--- src/rtl/mux_nway_pipe_if.sv ---
// rtl/mux_nway_pipe_if.sv - handshake/bus bundle for the mux_nway_pipe stage
//
// Purpose: groups the upstream (in_*), downstream (out_*) and control signals
// of one mux_nway_pipe stage so they travel as a single port.
// Signals:
//   in_bus      INPUTS*LENGTH packed inputs, input k = in_bus[k*LENGTH +: LENGTH]
//   sel         SEL_W        input select, sampled with in_valid
//   in_valid    1            upstream presents in_bus/sel
//   in_ready    1            stage can accept this cycle
//   flush       1            synchronous flush, drops all held entries
//   out         LENGTH       registered selected data
//   out_sel_err 1            sel of the entry on out was >= INPUTS
//   out_valid   1            out holds a valid entry
//   out_ready   1            downstream accepts out this cycle
//   occupancy   2            number of held entries (0..2)
// Modports: slave = the stage itself, master = the environment driving it.
interface mux_nway_pipe_if #(
  parameter int LENGTH = 16,
  parameter int INPUTS = 4
);
  localparam int SEL_W = (INPUTS > 1) ? $clog2(INPUTS) : 1;

  logic [INPUTS*LENGTH-1:0] in_bus;
  logic [SEL_W-1:0]         sel;
  logic                     in_valid;
  logic                     in_ready;
  logic                     flush;
  logic [LENGTH-1:0]        out;
  logic                     out_sel_err;
  logic                     out_valid;
  logic                     out_ready;
  logic [1:0]               occupancy;

  modport slave (
    input  in_bus, sel, in_valid, flush, out_ready,
    output in_ready, out, out_sel_err, out_valid, occupancy
  );

  modport master (
    output in_bus, sel, in_valid, flush, out_ready,
    input  in_ready, out, out_sel_err, out_valid, occupancy
  );
endinterface

--- src/rtl/mux_nway_pipe.sv ---
// rtl/mux_nway_pipe.sv - N-input registered mux stage with valid/ready and 2-entry skid
//
// Purpose: selects one of INPUTS operands of LENGTH bits and carries it across
// a pipeline stage boundary. The selected word is captured into a main
// register (drives out) or, when downstream stalls, into a skid register, so
// in_ready never depends combinationally on out_ready.
// Ports:
//   clk  clock, all state updates on the rising edge
//   rst  synchronous active-high reset
//   bus  mux_nway_pipe_if.slave (in_bus, sel, in_valid, in_ready, flush,
//        out, out_sel_err, out_valid, out_ready, occupancy)
module mux_nway_pipe #(
  parameter int LENGTH = 16,
  parameter int INPUTS = 4
) (
  input  logic            clk,
  input  logic            rst,
  mux_nway_pipe_if.slave  bus
);
  localparam int SEL_W = (INPUTS > 1) ? $clog2(INPUTS) : 1;
  localparam logic [SEL_W:0] SEL_LIMIT = (SEL_W+1)'(INPUTS);

  // State is encoded directly as {skid_valid, main_valid}; the skid only
  // ever holds an entry while main does, so 2'b10 is unreachable.
  localparam logic [1:0] ST_EMPTY = 2'b00;
  localparam logic [1:0] ST_ONE   = 2'b01;
  localparam logic [1:0] ST_FULL  = 2'b11;

  logic              main_valid;
  logic [LENGTH-1:0] main_data;
  logic              main_err;
  logic              skid_valid;
  logic [LENGTH-1:0] skid_data;
  logic              skid_err;

  logic [LENGTH-1:0] sel_data;
  logic              sel_err;
  logic              accept;
  logic [1:0]        state;

  assign state = {skid_valid, main_valid};

  // Out-of-range selects fall back to the last input and are flagged.
  always_comb begin
    sel_data = bus.in_bus[(INPUTS-1)*LENGTH +: LENGTH];
    sel_err  = ({1'b0, bus.sel} >= SEL_LIMIT);
    for (int k = 0; k < INPUTS; k++) begin
      if (bus.sel == SEL_W'(k)) begin
        sel_data = bus.in_bus[k*LENGTH +: LENGTH];
      end
    end
  end

  // Ready depends only on registered state and rst.
  assign bus.in_ready = !skid_valid && !rst;
  assign accept       = bus.in_valid && bus.in_ready;

  always_ff @(posedge clk) begin
    if (rst || bus.flush) begin
      main_valid <= 1'b0;
      main_data  <= '0;
      main_err   <= 1'b0;
      skid_valid <= 1'b0;
      skid_data  <= '0;
      skid_err   <= 1'b0;
    end else begin
      case (state)
        ST_EMPTY: begin
          if (accept) begin
            main_valid <= 1'b1;
            main_data  <= sel_data;
            main_err   <= sel_err;
          end
        end
        ST_ONE: begin
          if (accept && bus.out_ready) begin
            main_data <= sel_data;
            main_err  <= sel_err;
          end else if (accept) begin
            // Downstream stalled: park the new entry behind main.
            skid_valid <= 1'b1;
            skid_data  <= sel_data;
            skid_err   <= sel_err;
          end else if (bus.out_ready) begin
            main_valid <= 1'b0;
          end
        end
        ST_FULL: begin
          if (bus.out_ready) begin
            main_data  <= skid_data;
            main_err   <= skid_err;
            skid_valid <= 1'b0;
          end
        end
        default: begin
          main_valid <= 1'b0;
          skid_valid <= 1'b0;
        end
      endcase
    end
  end

  assign bus.out         = main_data;
  assign bus.out_sel_err = main_err;
  assign bus.out_valid   = main_valid;
  assign bus.occupancy   = (state == ST_FULL) ? 2'd2 :
                           (state == ST_ONE)  ? 2'd1 : 2'd0;
endmodule

--- src/flat_wrapper.sv ---
// flat-port wrapper written by rule: the top's interface ports become plain ports
module mux_nway_pipe_flat 
#(
  parameter int LENGTH = 16,
  parameter int INPUTS = 4
)
  (clk, rst, bus_in_bus, bus_sel, bus_in_valid, bus_flush, bus_out_ready, bus_in_ready, bus_out, bus_out_sel_err, bus_out_valid, bus_occupancy);
  mux_nway_pipe_if #(.LENGTH(LENGTH), .INPUTS(INPUTS)) bus_i ();
  input  logic clk;
  input  logic rst;
  input wire logic [$bits(bus_i.in_bus)-1:0] bus_in_bus;
  input wire logic [$bits(bus_i.sel)-1:0] bus_sel;
  input wire logic [$bits(bus_i.in_valid)-1:0] bus_in_valid;
  input wire logic [$bits(bus_i.flush)-1:0] bus_flush;
  input wire logic [$bits(bus_i.out_ready)-1:0] bus_out_ready;
  output wire logic [$bits(bus_i.in_ready)-1:0] bus_in_ready;
  output wire logic [$bits(bus_i.out)-1:0] bus_out;
  output wire logic [$bits(bus_i.out_sel_err)-1:0] bus_out_sel_err;
  output wire logic [$bits(bus_i.out_valid)-1:0] bus_out_valid;
  output wire logic [$bits(bus_i.occupancy)-1:0] bus_occupancy;
  assign bus_i.in_bus = bus_in_bus;
  assign bus_i.sel = bus_sel;
  assign bus_i.in_valid = bus_in_valid;
  assign bus_i.flush = bus_flush;
  assign bus_i.out_ready = bus_out_ready;
  assign bus_in_ready = bus_i.in_ready;
  assign bus_out = bus_i.out;
  assign bus_out_sel_err = bus_i.out_sel_err;
  assign bus_out_valid = bus_i.out_valid;
  assign bus_occupancy = bus_i.occupancy;
  mux_nway_pipe #(.LENGTH(LENGTH), .INPUTS(INPUTS)) u_core (.clk(clk), .rst(rst), .bus(bus_i));
endmodule
--- config.mk ---
export PLATFORM = sky130hd
export DESIGN_NAME = mux_nway_pipe_flat
export DESIGN_NICKNAME = d
export VERILOG_FILES = /design/src/rtl/mux_nway_pipe_if.sv /design/src/rtl/mux_nway_pipe.sv /design/src/flat_wrapper.sv
export SDC_FILE = /design/constraint.sdc
export NUM_CORES = 1
export LEC_CHECK = 0
export BUFFER_PORTS_ARGS = -buffer_cell sky130_fd_sc_hd__buf_2
export CORE_ASPECT_RATIO = 0.75
export CORE_UTILIZATION = 47
export CTS_CLUSTER_DIAMETER = 200
export DETAILED_ROUTE_END_ITERATION = 6
export PLACE_DENSITY = 0.9
export RECOVER_POWER = 100
export SLEW_MARGIN = 20
export SYNTH_ARGS = -nofsm -noshare
export SYNTH_HDL_FRONTEND = slang
export SYNTH_SLANG_ARGS = --single-unit
--- constraint.sdc ---
create_clock -name clk -period 4.5 [get_ports clk]
set_input_delay 1.125 -clock clk [delete_from_list [all_inputs] [get_ports clk]]
set_output_delay 1.125 -clock clk [all_outputs]
set_load 0.005 [all_outputs]
# [Word level (Yosys, flattened, before mapping)]
# Index checks and enable logic that the tools add are counted.
[totals] ff_bits=35 input_bits=71 wordCells=53
[op_classes] n_eq_ne=12 mux=20 n_bitwise=3 n_reduce_logical=13
[ops] operator="16-bit 2-to-1 mux" n=7
[ops] operator="16-bit case mux with 3 select lines" n=1
[ops] operator="1-bit case mux with 3 select lines" n=3
[ops] operator="1-bit 2-to-1 mux" n=8
[ops] operator="2-bit inequality test, second input constant" n=4
[ops] operator="4-bit AND reduction" n=2
[ops] operator="2-bit equality test, second input constant" n=3
[ops] operator="2-bit by 1-bit inequality test with 1-bit output, second input constant" n=3
[ops] operator="5-bit AND reduction" n=1
[ops] operator="2-bit by 1-bit equality test with 1-bit output, second input constant" n=2
[ops] operator="2-bit zero test" n=2
[ops] operator="1-bit logical AND" n=3
[ops] operator="1-bit inverter" n=3
[ops] operator="3-bit AND reduction" n=1
[ops] operator="3-bit nonzero test" n=1
[ops] operator="1-bit zero test" n=2
[ops] operator="2-bit 2-to-1 mux" n=1
[ops] operator="1-bit logical OR" n=1

# [Depth between registers and ports, before layout]
[depth] depth_word=7 mapped_depth=5

# [Worst setup path after synthesis]
# OpenSTA, ideal clock, no wires.
[synth_path] kind="input port to output port" startpoint="in rst" endpoint="out bus_in_ready" arrival_time_ps=1220 t_required_ps=3375 setup_slack_ps=2155 stages=1 path_cell_list="nor2_1"
[synth_between] elab_chain_cells=2
[synth_lines] element="start, declared" line_no="flat_wrapper.sv:10" rtl="input logic rst;"
[synth_lines] element="1-bit zero test" line_no="mux_nway_pipe.sv:55" rtl="assign bus.in_ready = !skid_valid && !rst;"
[synth_lines] element="1-bit logical AND" line_no="mux_nway_pipe.sv:55"
[synth_lines] element="end, declared" line_no="flat_wrapper.sv:16" rtl="output wire logic [$bits(bus_i.in_ready)-1:0] bus_in_ready;"
# No other way between the ends.

# [Worst setup path in the final report]
[layout_path] startpoint="reg u_core.skid_valid" endpoint="out bus_occupancy[1]"
[layout_between] elab_chain_cells=2
[layout_lines] element="start, declared" line_no="mux_nway_pipe.sv:32" rtl="logic skid_valid;"
[layout_lines] element="start signal, assigned" line_no="mux_nway_pipe.sv:63" rtl="skid_valid <= 1'b0;"
[layout_lines] element="start signal, assigned" line_no="mux_nway_pipe.sv:81" rtl="skid_valid <= 1'b1;"
[layout_lines] element="start signal, assigned" line_no="mux_nway_pipe.sv:92" rtl="skid_valid <= 1'b0;"
[layout_lines] element="2-bit equality test" line_no="mux_nway_pipe.sv:106" rtl="assign bus.occupancy = (state == ST_FULL) ? 2'd2 :"
[layout_lines] element="2-bit 2-to-1 mux" line_no="mux_nway_pipe.sv:106"
[layout_lines] element="end, declared" line_no="flat_wrapper.sv:20" rtl="output wire logic [$bits(bus_i.occupancy)-1:0] bus_occupancy;"
# No other way between the ends.

==> impl_metrics.toml <==
[global_routing]
grt_overflow = 0
antenna_found_initial = 0
grt_first_pass_wirelength_um = 6396
grt_pass1_vias = 1392
grt.total_usage_pct = 22.64
grt_max_degree = 33

[min_path]
hp-class = "flop to flop"
hp-start = "u_core.skid_data[0]"
min_to = "u_core.bus.out[0]"
hold_depth = 2

[sta]
rsz0062_at_grt = "no"
hold_viol_final = 0
report.final.slew_viol_count = 0
skew_ns = 0.002571
period_share_pct = 68.45
setup_viol = 0
period_needed_ns = 3.080
max-slew-margin-rel_pct = 22.07
worst_pin_slew_ns = 1.169
fin_tns_setup_ns = 0
setup_slack_ns = 1.420
fmax_ghz = 0.3246

[yosys]
postSynthCellCount = 162
yosys_warnings = 0
yosysSeqAreaShare_pct = 40.87
ys_top_cells_by_area = "dfxtp_1 (41%), mux4_2 (22%), a22o_1 (8.4%)"
yosysTopAreaCell = "dfxtp_1"
ys_ff_latch = 34
avgSynthCellArea_um2 = 10.28
synth_cell_types = 22
syn-cell-area_mm2 = 0.001665
synth_fp_nets = 233
netlist.area_leader.share_pct = 40.87

[clocking]
cts_max_level = 2
cts.sinks = 34
cts-root-buf = "clkbuf_8"
clock_path_buffers = 2
clk_pin_slew_ns = 0.06
cts_hold_buf = 0
cts_buffers = 5
clkLatencyLatePin_ns = 0.29
cts_resized = 0
cts_tree = "yes"
post_cts.repair.setup_buffers = 0

[die]
die_x_um = 70.74
initial_core_util_pct = 49.96
io_pins = 92
die_area_mm2 = 0.003788
coreArea_mm2 = 0.003333
fp-row-count = 18
die-height_um = 53.55

[placed_design]
dpl_cell_area_mm2 = 0.002102
portBuffers = 90
pre_cts_slack_ns = 1.722
dp_hpwl_um = 3069
place.gp.congestion = 0.7736

[drt]
drc = 10
dr.pass1.iters = 7
vias = 1617
vias_per_cell = 5.615
ant_nets = 0
drt_iter0_markers = 60
routedWlPerCell_um = 14.31
wirelength_um = 4121

[critical_path]
start_kind = "flop"
critPathRequiredTime_ns = 3.38
crit_fanout = 18
path_class = "flop to output pin"
cpPeakStageDelay_ns = 0.59
r2r_slack_ns = 2.62
r2r_start = "u_core.skid_valid"
arrival_ns = 1.96
cp-end-kind = "output pin"
r2r_end = "u_core.bus.out[2]"
r2r_cells = 4
crit_slowest_cell = "clkinv_1"
crit_family = "buffers and inverters"
worstPathCellList = "nand2_1, clkinv_1, clkbuf_1"
crit_buf_inv = 2

[power]
total_power_mw = 0.6435
seqPwrFrac_pct = 48.3
power_frac_comb_pct = 16.1
p_sw_mw = 0.1560
power.share.switching_pct = 24.23
ir_drop_v = 0.0001455
clkPwrFrac_pct = 35.6
power_density_mw_per_mm2 = 295.6
p_int_mw = 0.4876
power.leakage_nw = 0.9639

[cells_and_area]
antenna_cells = 0
final_layout_size_suffix_gt1_share_pct = 42.34
most-common-layout-cells = "buf_2 (75), dfxtp_1 (34), nand2_1 (33)"
layout_commonest_cell = "buf_2"
area_delta_synth_final_pct = 30.73
final_util_pct = 65.32
layout.nets = 318
design_area_mm2 = 0.002177

[run]
cap_violations = 0

[outcome]
status = "finished with violations"
failed_checks = "design-rule violations"
==> final cells by class <==
class	instances	area, um2
Inverter	2	7.507
Clock buffer	7	86.33
Tap cell	40	50.05
Fill cell	281	1156
Sequential cell	34	680.7
Clock inverter	1	5.005
Timing Repair Buffer	92	449.2
Multi-Input combinational cell	112	898.4
==> sequential cells by signal, summed over array words and instances (netlist names) <==
signal                count
u_core.bus.out           16
u_core.skid_data         16
u_core.bus.out_valid      1
u_core.skid_valid         1
==> per-layer routing <==
| metal | vias up | part of all wire, % | global-route usage, % |
|---|---|---|---|
| met4 | 0 | 2.5 | 11.67 |
| met5 | - | 0 | 0 |
| met2 | 79 | 44 | 34.62 |
| met1 | 743 | 44 | 30.35 |
| li1 | 783 | - | - |
| met3 | 12 | 9.2 | 5.805 |
==> worst min-delay path, cell delays in order (launching register included) <==
cell	delay, ns
dfxtp_1	0.31
nand2_1	0.05
a31oi_1	0.07
==> how the worst max path moves through the flow <==
stage / start / to / slack, ns / cells after the start
floorplan: rst / bus_in_ready / 2.15 / 1
global placement: u_core.skid_valid / bus_occupancy[1] / 1.77 / 3
detailed placement: u_core.skid_valid / bus_occupancy[1] / 1.72 / 3
CTS: u_core.skid_valid / bus_occupancy[1] / 1.39 / 3
global route: u_core.skid_valid / bus_occupancy[1] / 1.24 / 3
finish: u_core.skid_valid / bus_occupancy[1] / 1.42 / 3
==> kinds of logic after synthesis <==
family	after synthesis	synth area share, %
compound gates	53	21.41
buf+inv	16	5.184
flops	34	40.87
mux	16	21.64
other cells	1	0.2252
simple gates	42	10.67
==> per-stage QoR <==
stage	std cells	hold WS, ns
floorplan	162	0.4490
global placement	280	0.4607
detailed placement	280	0.4636
CTS	288	0.4731
global route	288	0.4959
finish	288	0.4736
==> cell usage after synthesis (all sizes together) <==
cell and instances:
nor2b 2, and4 1, or2 1, buf 11
a22o 16, nand2 33, dfxtp 34, or3b 1
o21ai 18, inv 1, nor2 3, clkinv 1
nand2b 1, a31oi 17, clkbuf 3, mux4 16
a21oi 2, conb 1
==> power by group through the flow <==
| stage | sequential (mW) | combinational [mW] | clock (mW) |
|---|---|---|---|
| final | 0.311 | 0.104 | 0.229 |
| after global routing | 0.311 | 0.115 | 0.241 |
| after CTS | 0.311 | 0.105 | 0.231 |
| after detailed placement | 0.317 | 0.104 | 0 |
| after global placement | 0.317 | 0.102 | 0 |
| after floorplan | 0.318 | 0.0603 | 0 |
Power figures use the tool's default switching activity.
